[src/rtl/urv_periph_pkg.sv]
// Shared definitions for the uRV data-memory console/timer responder:
// register offsets, STATUS layout and the bus handshake states.
package urv_periph_pkg;

    localparam logic [1:0] REG_TXDATA = 2'd0;
    localparam logic [1:0] REG_TIMER  = 2'd1;
    localparam logic [1:0] REG_STATUS = 2'd2;

    localparam int STAT_EMPTY_BIT = 0;
    localparam int STAT_FULL_BIT  = 1;
    localparam int STAT_IRQ_BIT   = 2;
    localparam int STAT_LEVEL_LSB = 8;

    typedef enum logic [1:0] {
        BUS_IDLE      = 2'd0,
        BUS_WAIT_FIFO = 2'd1,
        BUS_DONE      = 2'd2
    } bus_state_e;

    // STATUS exposes a 4-bit level field regardless of the configured depth
    function automatic logic [3:0] sat_level4(input logic [31:0] lvl);
        return (lvl > 32'd15) ? 4'hF : lvl[3:0];
    endfunction

endpackage

[src/rtl/urv_byte_fifo.sv]
// Synchronous byte FIFO with occupancy count; no write-to-read bypass.
module urv_byte_fifo
    import urv_periph_pkg::*;
#(
    parameter int unsigned g_log2_depth = 3
) (
    input  logic                    clk_i,
    input  logic                    rst_n_i,
    input  logic                    push_i,
    input  logic                    pop_i,
    input  logic [7:0]              din_i,
    output logic [7:0]              dout_o,
    output logic                    empty_o,
    output logic                    full_o,
    output logic [g_log2_depth:0]   level_o
);

    localparam int unsigned DEPTH = 1 << g_log2_depth;
    localparam int unsigned LVL_W = g_log2_depth + 1;

    logic [7:0]              mem [DEPTH];
    logic [g_log2_depth-1:0] wr_ptr_q, wr_ptr_d;
    logic [g_log2_depth-1:0] rd_ptr_q, rd_ptr_d;
    logic [LVL_W-1:0]        level_q, level_d;
    logic                    push_ok, pop_ok;

    assign empty_o = (level_q == '0);
    assign full_o  = (level_q == LVL_W'(DEPTH));
    assign level_o = level_q;
    // Unwritten storage never reaches the pins while the FIFO is empty
    assign dout_o  = empty_o ? 8'h00 : mem[rd_ptr_q];

    always_comb begin
        push_ok  = push_i && !full_o;
        pop_ok   = pop_i && !empty_o;
        wr_ptr_d = wr_ptr_q;
        rd_ptr_d = rd_ptr_q;
        level_d  = level_q;
        if (push_ok) begin
            wr_ptr_d = wr_ptr_q + 1'b1;
        end
        if (pop_ok) begin
            rd_ptr_d = rd_ptr_q + 1'b1;
        end
        case ({push_ok, pop_ok})
            2'b10:   level_d = level_q + 1'b1;
            2'b01:   level_d = level_q - 1'b1;
            default: level_d = level_q;
        endcase
    end

    always_ff @(posedge clk_i) begin
        if (push_ok) begin
            mem[wr_ptr_q] <= din_i;
        end
    end

    always_ff @(posedge clk_i or negedge rst_n_i) begin
        if (!rst_n_i) begin
            wr_ptr_q <= '0;
            rd_ptr_q <= '0;
            level_q  <= '0;
        end else begin
            wr_ptr_q <= wr_ptr_d;
            rd_ptr_q <= rd_ptr_d;
            level_q  <= level_d;
        end
    end

endmodule

[src/rtl/urv_dm_periph.sv]
// Console + IRQ-timer responder on the uRV data-memory bus.
//   state         | meaning
//   BUS_IDLE      | waiting for dm_store_i / dm_load_i; access performed here
//   BUS_WAIT_FIFO | TXDATA store held off until the FIFO has room
//   BUS_DONE      | one-cycle done pulse; requests ignored
module urv_dm_periph
    import urv_periph_pkg::*;
#(
    parameter logic [31:0] g_base_addr       = 32'h0010_0000,
    parameter int unsigned g_fifo_log2_depth = 3
) (
    input  logic        clk_i,
    input  logic        rst_n_i,
    input  logic [31:0] dm_addr_i,
    input  logic [31:0] dm_data_s_i,
    input  logic [3:0]  dm_data_select_i,
    input  logic        dm_store_i,
    input  logic        dm_load_i,
    output logic [31:0] dm_data_l_o,
    output logic        dm_store_done_o,
    output logic        dm_load_done_o,
    output logic [7:0]  tx_data_o,
    output logic        tx_valid_o,
    input  logic        tx_ready_i,
    output logic        irq_o
);

    bus_state_e  state_q, state_d;
    logic        is_load_q, is_load_d;
    logic [31:0] rdata_q, rdata_d;
    logic [7:0]  pend_byte_q, pend_byte_d;
    logic [7:0]  count_q, count_d;
    logic        irq_q, irq_d;

    logic                         fifo_push, fifo_pop, fifo_empty, fifo_full;
    logic [7:0]                   fifo_din, fifo_dout;
    logic [g_fifo_log2_depth:0]   fifo_level;

    logic        in_window, lane0, hit_txdata, hit_timer, timer_wr;
    logic [1:0]  reg_idx;
    logic [31:0] status_w, rd_word;
    logic        unused_ok;

    assign unused_ok  = ^{dm_addr_i[1:0], dm_data_s_i[31:8], dm_data_select_i[3:1]};

    // Low address nibble is the register offset, so the base is compared above it
    assign in_window  = (dm_addr_i[31:4] == g_base_addr[31:4]);
    assign reg_idx    = dm_addr_i[3:2];
    assign lane0      = dm_data_select_i[0];
    assign hit_txdata = in_window && lane0 && (reg_idx == REG_TXDATA);
    assign hit_timer  = in_window && lane0 && (reg_idx == REG_TIMER);

    urv_byte_fifo #(
        .g_log2_depth (g_fifo_log2_depth)
    ) u_fifo (
        .clk_i   (clk_i),
        .rst_n_i (rst_n_i),
        .push_i  (fifo_push),
        .pop_i   (fifo_pop),
        .din_i   (fifo_din),
        .dout_o  (fifo_dout),
        .empty_o (fifo_empty),
        .full_o  (fifo_full),
        .level_o (fifo_level)
    );

    assign tx_valid_o = !fifo_empty;
    assign tx_data_o  = fifo_dout;
    assign fifo_pop   = tx_valid_o && tx_ready_i;

    always_comb begin
        status_w = '0;
        status_w[STAT_EMPTY_BIT] = fifo_empty;
        status_w[STAT_FULL_BIT]  = fifo_full;
        status_w[STAT_IRQ_BIT]   = irq_q;
        status_w[STAT_LEVEL_LSB +: 4] = sat_level4(32'(fifo_level));
    end

    always_comb begin
        rd_word = '0;
        if (in_window) begin
            case (reg_idx)
                REG_TIMER:  rd_word = {24'h0, count_q};
                REG_STATUS: rd_word = status_w;
                default:    rd_word = '0;
            endcase
        end
    end

    always_comb begin
        state_d     = state_q;
        is_load_d   = is_load_q;
        rdata_d     = rdata_q;
        pend_byte_d = pend_byte_q;
        fifo_push   = 1'b0;
        timer_wr    = 1'b0;
        fifo_din    = (state_q == BUS_WAIT_FIFO) ? pend_byte_q : dm_data_s_i[7:0];
        case (state_q)
            BUS_IDLE: begin
                if (dm_store_i) begin
                    is_load_d = 1'b0;
                    if (hit_txdata && fifo_full) begin
                        pend_byte_d = dm_data_s_i[7:0];
                        state_d     = BUS_WAIT_FIFO;
                    end else begin
                        fifo_push = hit_txdata;
                        timer_wr  = hit_timer;
                        state_d   = BUS_DONE;
                    end
                end else if (dm_load_i) begin
                    is_load_d = 1'b1;
                    rdata_d   = rd_word;
                    state_d   = BUS_DONE;
                end
            end
            // full is sampled before this cycle's pop, so a full FIFO never
            // sees a simultaneous pop and push
            BUS_WAIT_FIFO: begin
                if (!fifo_full) begin
                    fifo_push = 1'b1;
                    state_d   = BUS_DONE;
                end
            end
            BUS_DONE: begin
                state_d = BUS_IDLE;
            end
            default: begin
                state_d = BUS_IDLE;
            end
        endcase
    end

    // A TIMER write overrides the decrement, including the expiry cycle
    always_comb begin
        count_d = count_q;
        irq_d   = irq_q;
        if (timer_wr) begin
            count_d = dm_data_s_i[7:0];
            irq_d   = 1'b0;
        end else if (count_q != 8'h00) begin
            count_d = count_q - 8'h01;
            if (count_q == 8'h01) begin
                irq_d = 1'b1;
            end
        end
    end

    always_ff @(posedge clk_i or negedge rst_n_i) begin
        if (!rst_n_i) begin
            state_q     <= BUS_IDLE;
            is_load_q   <= 1'b0;
            rdata_q     <= '0;
            pend_byte_q <= '0;
            count_q     <= '0;
            irq_q       <= 1'b0;
        end else begin
            state_q     <= state_d;
            is_load_q   <= is_load_d;
            rdata_q     <= rdata_d;
            pend_byte_q <= pend_byte_d;
            count_q     <= count_d;
            irq_q       <= irq_d;
        end
    end

    assign dm_store_done_o = (state_q == BUS_DONE) && !is_load_q;
    assign dm_load_done_o  = (state_q == BUS_DONE) && is_load_q;
    assign dm_data_l_o     = dm_load_done_o ? rdata_q : 32'h0;
    assign irq_o           = irq_q;

endmodule

[config.mk]
export PLATFORM = sky130hd
export DESIGN_NAME = urv_dm_periph
export DESIGN_NICKNAME = d
export VERILOG_FILES = /design/src/rtl/urv_periph_pkg.sv /design/src/rtl/urv_byte_fifo.sv /design/src/rtl/urv_dm_periph.sv
export SDC_FILE = /design/constraint.sdc
export NUM_CORES = 1
export LEC_CHECK = 0
export ABC_AREA = 1
export CAP_MARGIN = 20
export CORE_ASPECT_RATIO = 0.9
export CORE_MARGIN = 2
export CORE_UTILIZATION = 51
export CTS_BUF_LIST = sky130_fd_sc_hd__clkbuf_8 sky130_fd_sc_hd__clkbuf_16
export DETAILED_ROUTE_END_ITERATION = 7
export GPL_TIMING_DRIVEN = 0
export PLACE_DENSITY_LB_ADDON = 0.3
export SLEW_MARGIN = 20
export SYNTH_ARGS = -nofsm -noshare
export SYNTH_HDL_FRONTEND = slang
export SYNTH_HIERARCHICAL = 1
export SYNTH_SLANG_ARGS = --single-unit
[constraint.sdc]
create_clock -name clk_i -period 3 [get_ports clk_i]
set_input_delay 0.75 -clock clk_i [delete_from_list [all_inputs] [get_ports clk_i]]
set_output_delay 0.75 -clock clk_i [all_outputs]
set_load 0.05 [all_outputs]
==> results of run 1 <==
==> sequential cells by signal, indices dropped and copies added, names as in the netlist <==
| register | cells |
|---|---|
| u_fifo/rd_ptr_q | 3 |
| u_fifo/level_o | 4 |
| irq_o | 1 |
| rdata_q | 12 |
| pend_byte_q | 8 |
| is_load_q | 1 |
| u_fifo/wr_ptr_q | 3 |
| state_q | 2 |
| u_fifo/mem | 64 |
| count_q | 8 |
==> layer usage <==
layer | GRT usage, % | vias to the layer above
met5 | 0 | -
met2 | 35.29 | 145
met3 | 4.269 | 21
met1 | 28.55 | 1986
li1 | - | 2027
met4 | 7.692 | 0
==> worst register-to-register path: stages, from the launching register on <==
cell,delay [ns]
dfrtp_1,0.41
inv_1,0.08
nor2_1,0.46
inv_1,0.11
a21oi_2,0.16
nand2_2,0.11
inv_1,0.12
nand2_1,0.17
nor2_2,0.45
==> synth_stat cells, drive strengths merged <==
master,number,area [sq um]
ha,10,125.1
o22ai,19,118.9
xor2,8,70.07
nor3,4,20.02
conb,1,3.750
o21bai,1,7.510
buf,31,242.7
dfrtp,42,1051
nor3b,1,7.510
inv,82,307.8
o311ai,1,8.760
and2,1,6.260
clkbuf,4,15.01
xnor2,3,26.28
or2,2,15.02
edfxtp,64,1922
nand4,2,27.53
o211ai,8,65.06
a21oi,4,20.02
nor2,105,437.9
nand2,87,339.1
o21ai,61,309.1
nand3,30,182.7
a22oi,1,7.510
==> power by group through the flow <==
stage	sequential, mW	clock, mW	combinational, mW
4_1_cts	1.69	1.11	1.90
6_report	1.69	1.09	1.91
3_3_place_gp	1.72	0	1.92
2_1_floorplan	1.69	0	1.41
5_1_grt	1.70	1.17	2.09
3_5_place_dp	1.72	0	1.97
==> kinds of logic after synthesis <==
kind of cell	count (synthesis)	share of synthesized area, %
flip-flops	106	55.71
XOR/XNOR	11	1.806
AND/OR/NAND/NOR	232	19.41
AO/OA/AOI/OAI	95	10.06
buffers and inverters	117	10.60
other	1	0.07027
adder cells (fa/ha/maj)	10	2.345
==> what timing repair did <==
item	4_1_cts	5_1_grt
setup buffers	0	1
pin swaps	0	2
endpoints found under the setup margin	50	75
gates resized for setup	19	23
hold buffers	0	0
==> final timing paths <==
kind                                        start                 end  slack (ns)  cells after the start
worst max-delay path            u_fifo/level_o[1]          tx_valid_o        0.09                      5
worst min-delay path                      rst_n_i          count_q[4]        0.30                      1
worst max register to register         state_q[0]    u_fifo/mem[3][0]        0.57                      8
worst min register to register     pend_byte_q[7]      pend_byte_q[7]        0.49                      2
max in group asynchronous                 rst_n_i  u_fifo/wr_ptr_q[2]        2.23                      2
min in group clk_i                 pend_byte_q[7]      pend_byte_q[7]        0.49                      2
==> cells in the final DEF, fill, tap and decap left out, types with 2 or more instances in the layout <==
cell	instances
nor2_4	2
dfrtp_1	42
nor2_1	90
xnor2_1	3
edfxtp_1	64
inv_2	2
clkbuf_2	6
nand2_1	82
conb_1	20
xor2_1	8
clkinv_4	2
clkdlybuf4s50_1	48
clkdlybuf4s15_1	2
buf_2	3
clkbuf_16	9
buf_6	4
dlygate4sd2_1	10
nand3_2	4
a21oi_1	2
clkbuf_1	4
ha_1	9
buf_4	26
o22ai_1	19
o21ai_0	21
nand3_1	25
nor2_2	12
o21ai_1	39
a21oi_2	2
nor3_1	3
nand2_2	5
o211ai_1	7
inv_1	81
==> area by class of cell <==
cell class | instances | area [sq um]
Multi-Input combinational cell | 368 | 1902
Clock buffer | 9 | 225.2
Fill cell | 813 | 3674
Tap cell | 129 | 161.4
Clock inverter | 7 | 52.55
Timing Repair Buffer | 69 | 650.6
Buffer | 35 | 257.7
Inverter | 82 | 307.8
Sequential cell | 106 | 2973
==> results.tsv, run 1 <==
metric	value	unit
vias_per_cell	5.191	
fin_crit	2.910	ns
pre_cts_slack	-0.4883	ns
critPathKind	flip-flop to output port	
slowest_stage	clkdlybuf4s50_1	
tightest_slew	0.8726	ns
start_kind	flip-flop	
drv_slew	0	
crit_fanout	10	
switching_share	41.01	%
clk_latency	0.35	ns
timing.hold.ws	0.2969	ns
peakVddDrop	884.2	uV
dpl_cell_area	6260	sq um
num_vias	4179	
setup_viol	0	
hpwl	8435	microns
fin_util	64.00	%
ys_warn_count	6	
gr-total-overflow	0	
p_clk_share	23.3	%
htreeDepth	3	
drt-initial-drc-count	244	
max_freq	0.3437	GHz
p_leak	2.868	nW
syn_area_per_cell	9.329	sq um
cts_buffers	9	
cts_buffer_depth	2	
drtPass1Iterations	6	
postLayoutCellArea	6530	sq um
powerDensity	719.4	nW/um^2
wl_met1	5129	microns
postRouteAntennaNets	0	
top_layer	met4	
globalplace.congestion	0.8672	
power	4.697	mW
max_stage_delay	0.72	ns
status	complete, no violations	
cp_cell_sequence	nor2_2, nand3_2, inv_1, inv_1, clkdlybuf4s50_1	
min_period_over_period	96.99	%
start_util	52.30	%
cts_root_buf	clkbuf_16	
cap_violations	0	
relSlewSlack	41.21	%
core-area	10200	sq um
wirelength	11380	microns
crit_arrival	2.16	ns
ys_types	38	
crit_family	buffers and inverters	
cp-end-kind	output port	
grt_usage	21.42	%
grt_pass1_wl	19220	microns
antenna_found_initial	0	
syn-instance-count	572	
grt_pass1_vias	4083	
placed_cells	788	
worst-endpoint-required	2.25	ns
placementRows	35	
drc	0	
p_int	2.771	mW
syn_area	5336	sq um
drive_above_1_share	13.31	%
dieWidth	111.8	microns
crit_buf_inv	3	
layout-area-overhead-vs-synth	22.37	%
combPwrFrac	40.7	%
wl_per_cell	14.14	microns
seqPwrFrac	36.0	%
hold_violations	0	
route.met2.wl	5392	microns
nets	754	
p_switching	1.927	mW
ios	117	
crit_top_cell	inv_1	
ys_seq_elements	106	
grt_max_degree	30	
rsz0062_at_grt	yes	
met3WireLength	670	microns
worstHoldPathType	input pin to asynchronous set/reset pin	
die-area	11300	sq um
tns	0	ns
tritoncts	built	
clk_pin_slew	0.07	ns
n_antenna_cell	0	
cts.sinks	106	
final_cell_count_no_fill	805	
worst_slack	0.09035	ns
yosysSeqAreaShare	55.71	%
skew	0.01020	ns
port_buffers	67	
die_h	101.0	microns
Power figures use the tool's default switching activity.
==> run 2, diff against run 1 <==
--- a/config.mk
+++ b/config.mk
@@ -8,11 +8,10 @@
 export ABC_AREA = 1
 export CAP_MARGIN = 20
 export CORE_ASPECT_RATIO = 0.9
-export CORE_MARGIN = 2
+export CORE_MARGIN = 5
 export CORE_UTILIZATION = 51
 export CTS_BUF_LIST = sky130_fd_sc_hd__clkbuf_8 sky130_fd_sc_hd__clkbuf_16
 export DETAILED_ROUTE_END_ITERATION = 7
-export GPL_TIMING_DRIVEN = 0
 export PLACE_DENSITY_LB_ADDON = 0.3
 export SLEW_MARGIN = 20
 export SYNTH_ARGS = -nofsm -noshare
==> run 2 against run 1 <==
Effect of this change:
- sequential share of layout area decreased by 0.64 points
- critical endpoint is now u_fifo/level_o[3]
- critical path depth increased by 14
- die area increased by 12%
- clock power increased by 6%
- final cell count decreased by 0.37%
- sequential power about the same
- largest power group unchanged
- global-route usage decreased by 2.6 points
- count of clock-buffer cells in the layout unchanged
- critical path type is now input pin to flip-flop
- non-clock buffer count decreased by 3
- core utilization increased by 0.63 points
- power increased by 4.8%
- combinational power increased by 7%
- highest routed layer unchanged
==> results.tsv, run 2 (synthesis gave the netlist of run 1 again) <==
metric	value	unit	change
final_cell_count_no_fill	802		-0.37%
rrSetupSlack	0.73	ns	+0.16 ns
crit_fanout	3		-7
cts_buffers	9		unchanged
nets	751		-0.40%
grt_usage	18.84	%	-2.6 points
setup_viol	0		unchanged
rr_endpoint	u_fifo/level_o[2]		
cap_violations	0		unchanged
relSlewSlack	44.96	%	+3.8 points
fin_crit	2.777	ns	-0.1328 ns
dpl_cell_area	6277	sq um	+0.28%
r2r_start	u_fifo/level_o[1]		
start_util	52.08	%	-0.22 points
globalplace.congestion	0.8381		-3.4%
layout_commonest_cell	nor2_1		
crit_top_cell	nand2_1		
cts_buffer_depth	2		unchanged
placed_cells	785		-0.38%
dieWidth	117.8	microns	+5.4%
cp-end-kind	flip-flop		
cts.sinks	106		unchanged
vias_per_cell	5.181		-0.20%
layout-area-overhead-vs-synth	24.10	%	
postRouteAntennaNets	0		unchanged
start_kind	input pin		
met3WireLength	502	microns	-25%
worst-endpoint-required	3.23	ns	+0.98 ns
hold_violations	0		unchanged
powerDensity	743.6	nW/um^2	+3.4%
final_cell_mix	nor2_1 (95), nand2_1 (82), inv_1 (80), edfxtp_1 (64), clkdlybuf4s50_1 (46)		
htreeDepth	3		unchanged
pre_cts_slack	-0.1120	ns	+0.3764 ns
worst_slack	0.2231	ns	+0.1328 ns
core-area	10250	sq um	+0.43%
crit_family	simple AND/OR/NAND/NOR gates		
drtPass1Iterations	4		-2
wl_per_cell	14.56	microns	+2.9%
grt_pass1_vias	3932		-3.7%
cp.depth	19		+14
largest_reg_flops	64		unchanged
max_stage_delay	0.39	ns	-0.33 ns
gr-total-overflow	0		unchanged
cts_root_buf	clkbuf_16		
min_period_over_period	92.56	%	-4.4 points
die-area	12610	sq um	+12%
cp_cell_sequence	clkdlybuf4s50_1, nor2_1, nand2_1, nor2_2, nand3_2, nor2_8, nand3_1, a21oi_1, nand2_2, ha_1, buf_4, nand2_1, inv_1, nor2_1, nand3_1, nand2_1, nand2_1, nand3_1, nand2_1		
clk_pin_slew	0.08	ns	about the same
cts_setup_buffers	0		unchanged
worstHoldPathType	input pin to asynchronous set/reset pin		
tns	0	ns	unchanged
antenna_found_initial	0		unchanged
clk_latency	0.35	ns	about the same
rr_worst_depth	13		+5
grt_pass1_wl	19070	microns	-0.75%
wl_met1	5276	microns	+2.9%
die_h	107.0	microns	+5.9%
peakVddDrop	1098	uV	+24%
crit_buf_inv	3		unchanged
top_regs	u_fifo/mem: 64 flops, rdata_q: 12 flops		
drive_above_1_share	13.37	%	+0.059 points
n_antenna_cell	0		unchanged
placementRows	35		unchanged
drt-initial-drc-count	250		+2.5%
top_layer	met4		
crit_arrival	3.01	ns	+0.85 ns
p_leak	3.028	nW	+5.6%
tritoncts	built		
status	complete, no violations		
tightest_slew	0.8169	ns	-0.05570 ns
drv_slew	0		unchanged
num_vias	4155		-0.57%
hpwl	8490	microns	+0.65%
grt_max_degree	43		+43%
port_buffers	67		unchanged
wirelength	11680	microns	+2.6%
drc	0		unchanged
startpoint	dm_addr_i[15]		
regMostFlops	u_fifo/mem		
critPathKind	input pin to flip-flop		
max_freq	0.3601	GHz	+4.8%
fin_util	64.63	%	+0.63 points
postLayoutCellArea	6623	sq um	+1.4%
ctsHoldBuffers	0		unchanged
route.met2.wl	5770	microns	+7.0%
slowest_stage	clkdlybuf4s50_1		
skew	0.01117	ns	+0.0009660 ns
ios	117		unchanged
-- run 2: cell count changes in the layout (fill, tap and decap cells not counted), sizes merged --
cell / previous run / this run
clkdlybuf4s50: 48 / 46
buf: 34 / 46
clkbuf: 19 / 9
clkdlybuf4s15: 2 / 0
dlymetal6s2s: 0 / 9
dlygate4sd2: 10 / 0
-- run 2: layer usage --
metal / vias up / track usage [%]
li1: 2026 / -
met5: - / 0
met4: 0 / 5.651
met2: 99 / 31.99
met1: 2018 / 24.88
met3: 12 / 3.323
-- run 2: timing repair --
| action | 4_1_cts | 5_1_grt |
|---|---|---|
| hold endpoints to repair | 0 | 0 |
| resized for setup | 0 | 9 |
| setup endpoints to repair | 0 | 9 |
-- run 2: cell type report --
type / count / area [sq um]
clock buffer: 9 / 225.2
multi-input combinational: 368 / 1874
fill: 832 / 3625
sequential: 106 / 2973
clock inverter: 7 / 77.57
inverter: 82 / 307.8
timing repair buffer: 101 / 1003
tap: 129 / 161.4
-- run 2: power breakdown --
part           switching [mW]  total [mW]  internal (mW)
clock                   0.572        1.16          0.591
sequential              0.123        1.72           1.60
combinational            1.27        2.04          0.771
-- run 2: worst max-delay path by stage --
stage	endpoint	slack, ns
2_1_floorplan	dm_data_l_o[10]	0.09
5_1_grt	u_fifo/level_o[3]	-0.03
4_1_cts	dm_data_l_o[5]	0.01
6_report	u_fifo/level_o[3]	0.22
3_3_place_gp	u_fifo/level_o[2]	-0.05
3_5_place_dp	u_fifo/level_o[2]	-0.11
-- run 2: metrics by stage --
step	hold WS, ns	power (mW)
global route	0.3042	5.195
finish	0.2862	4.924
detailed placement	0.4784	3.785
CTS	0.4960	4.951
floorplan	0.4544	3.096
global placement	0.4732	3.732
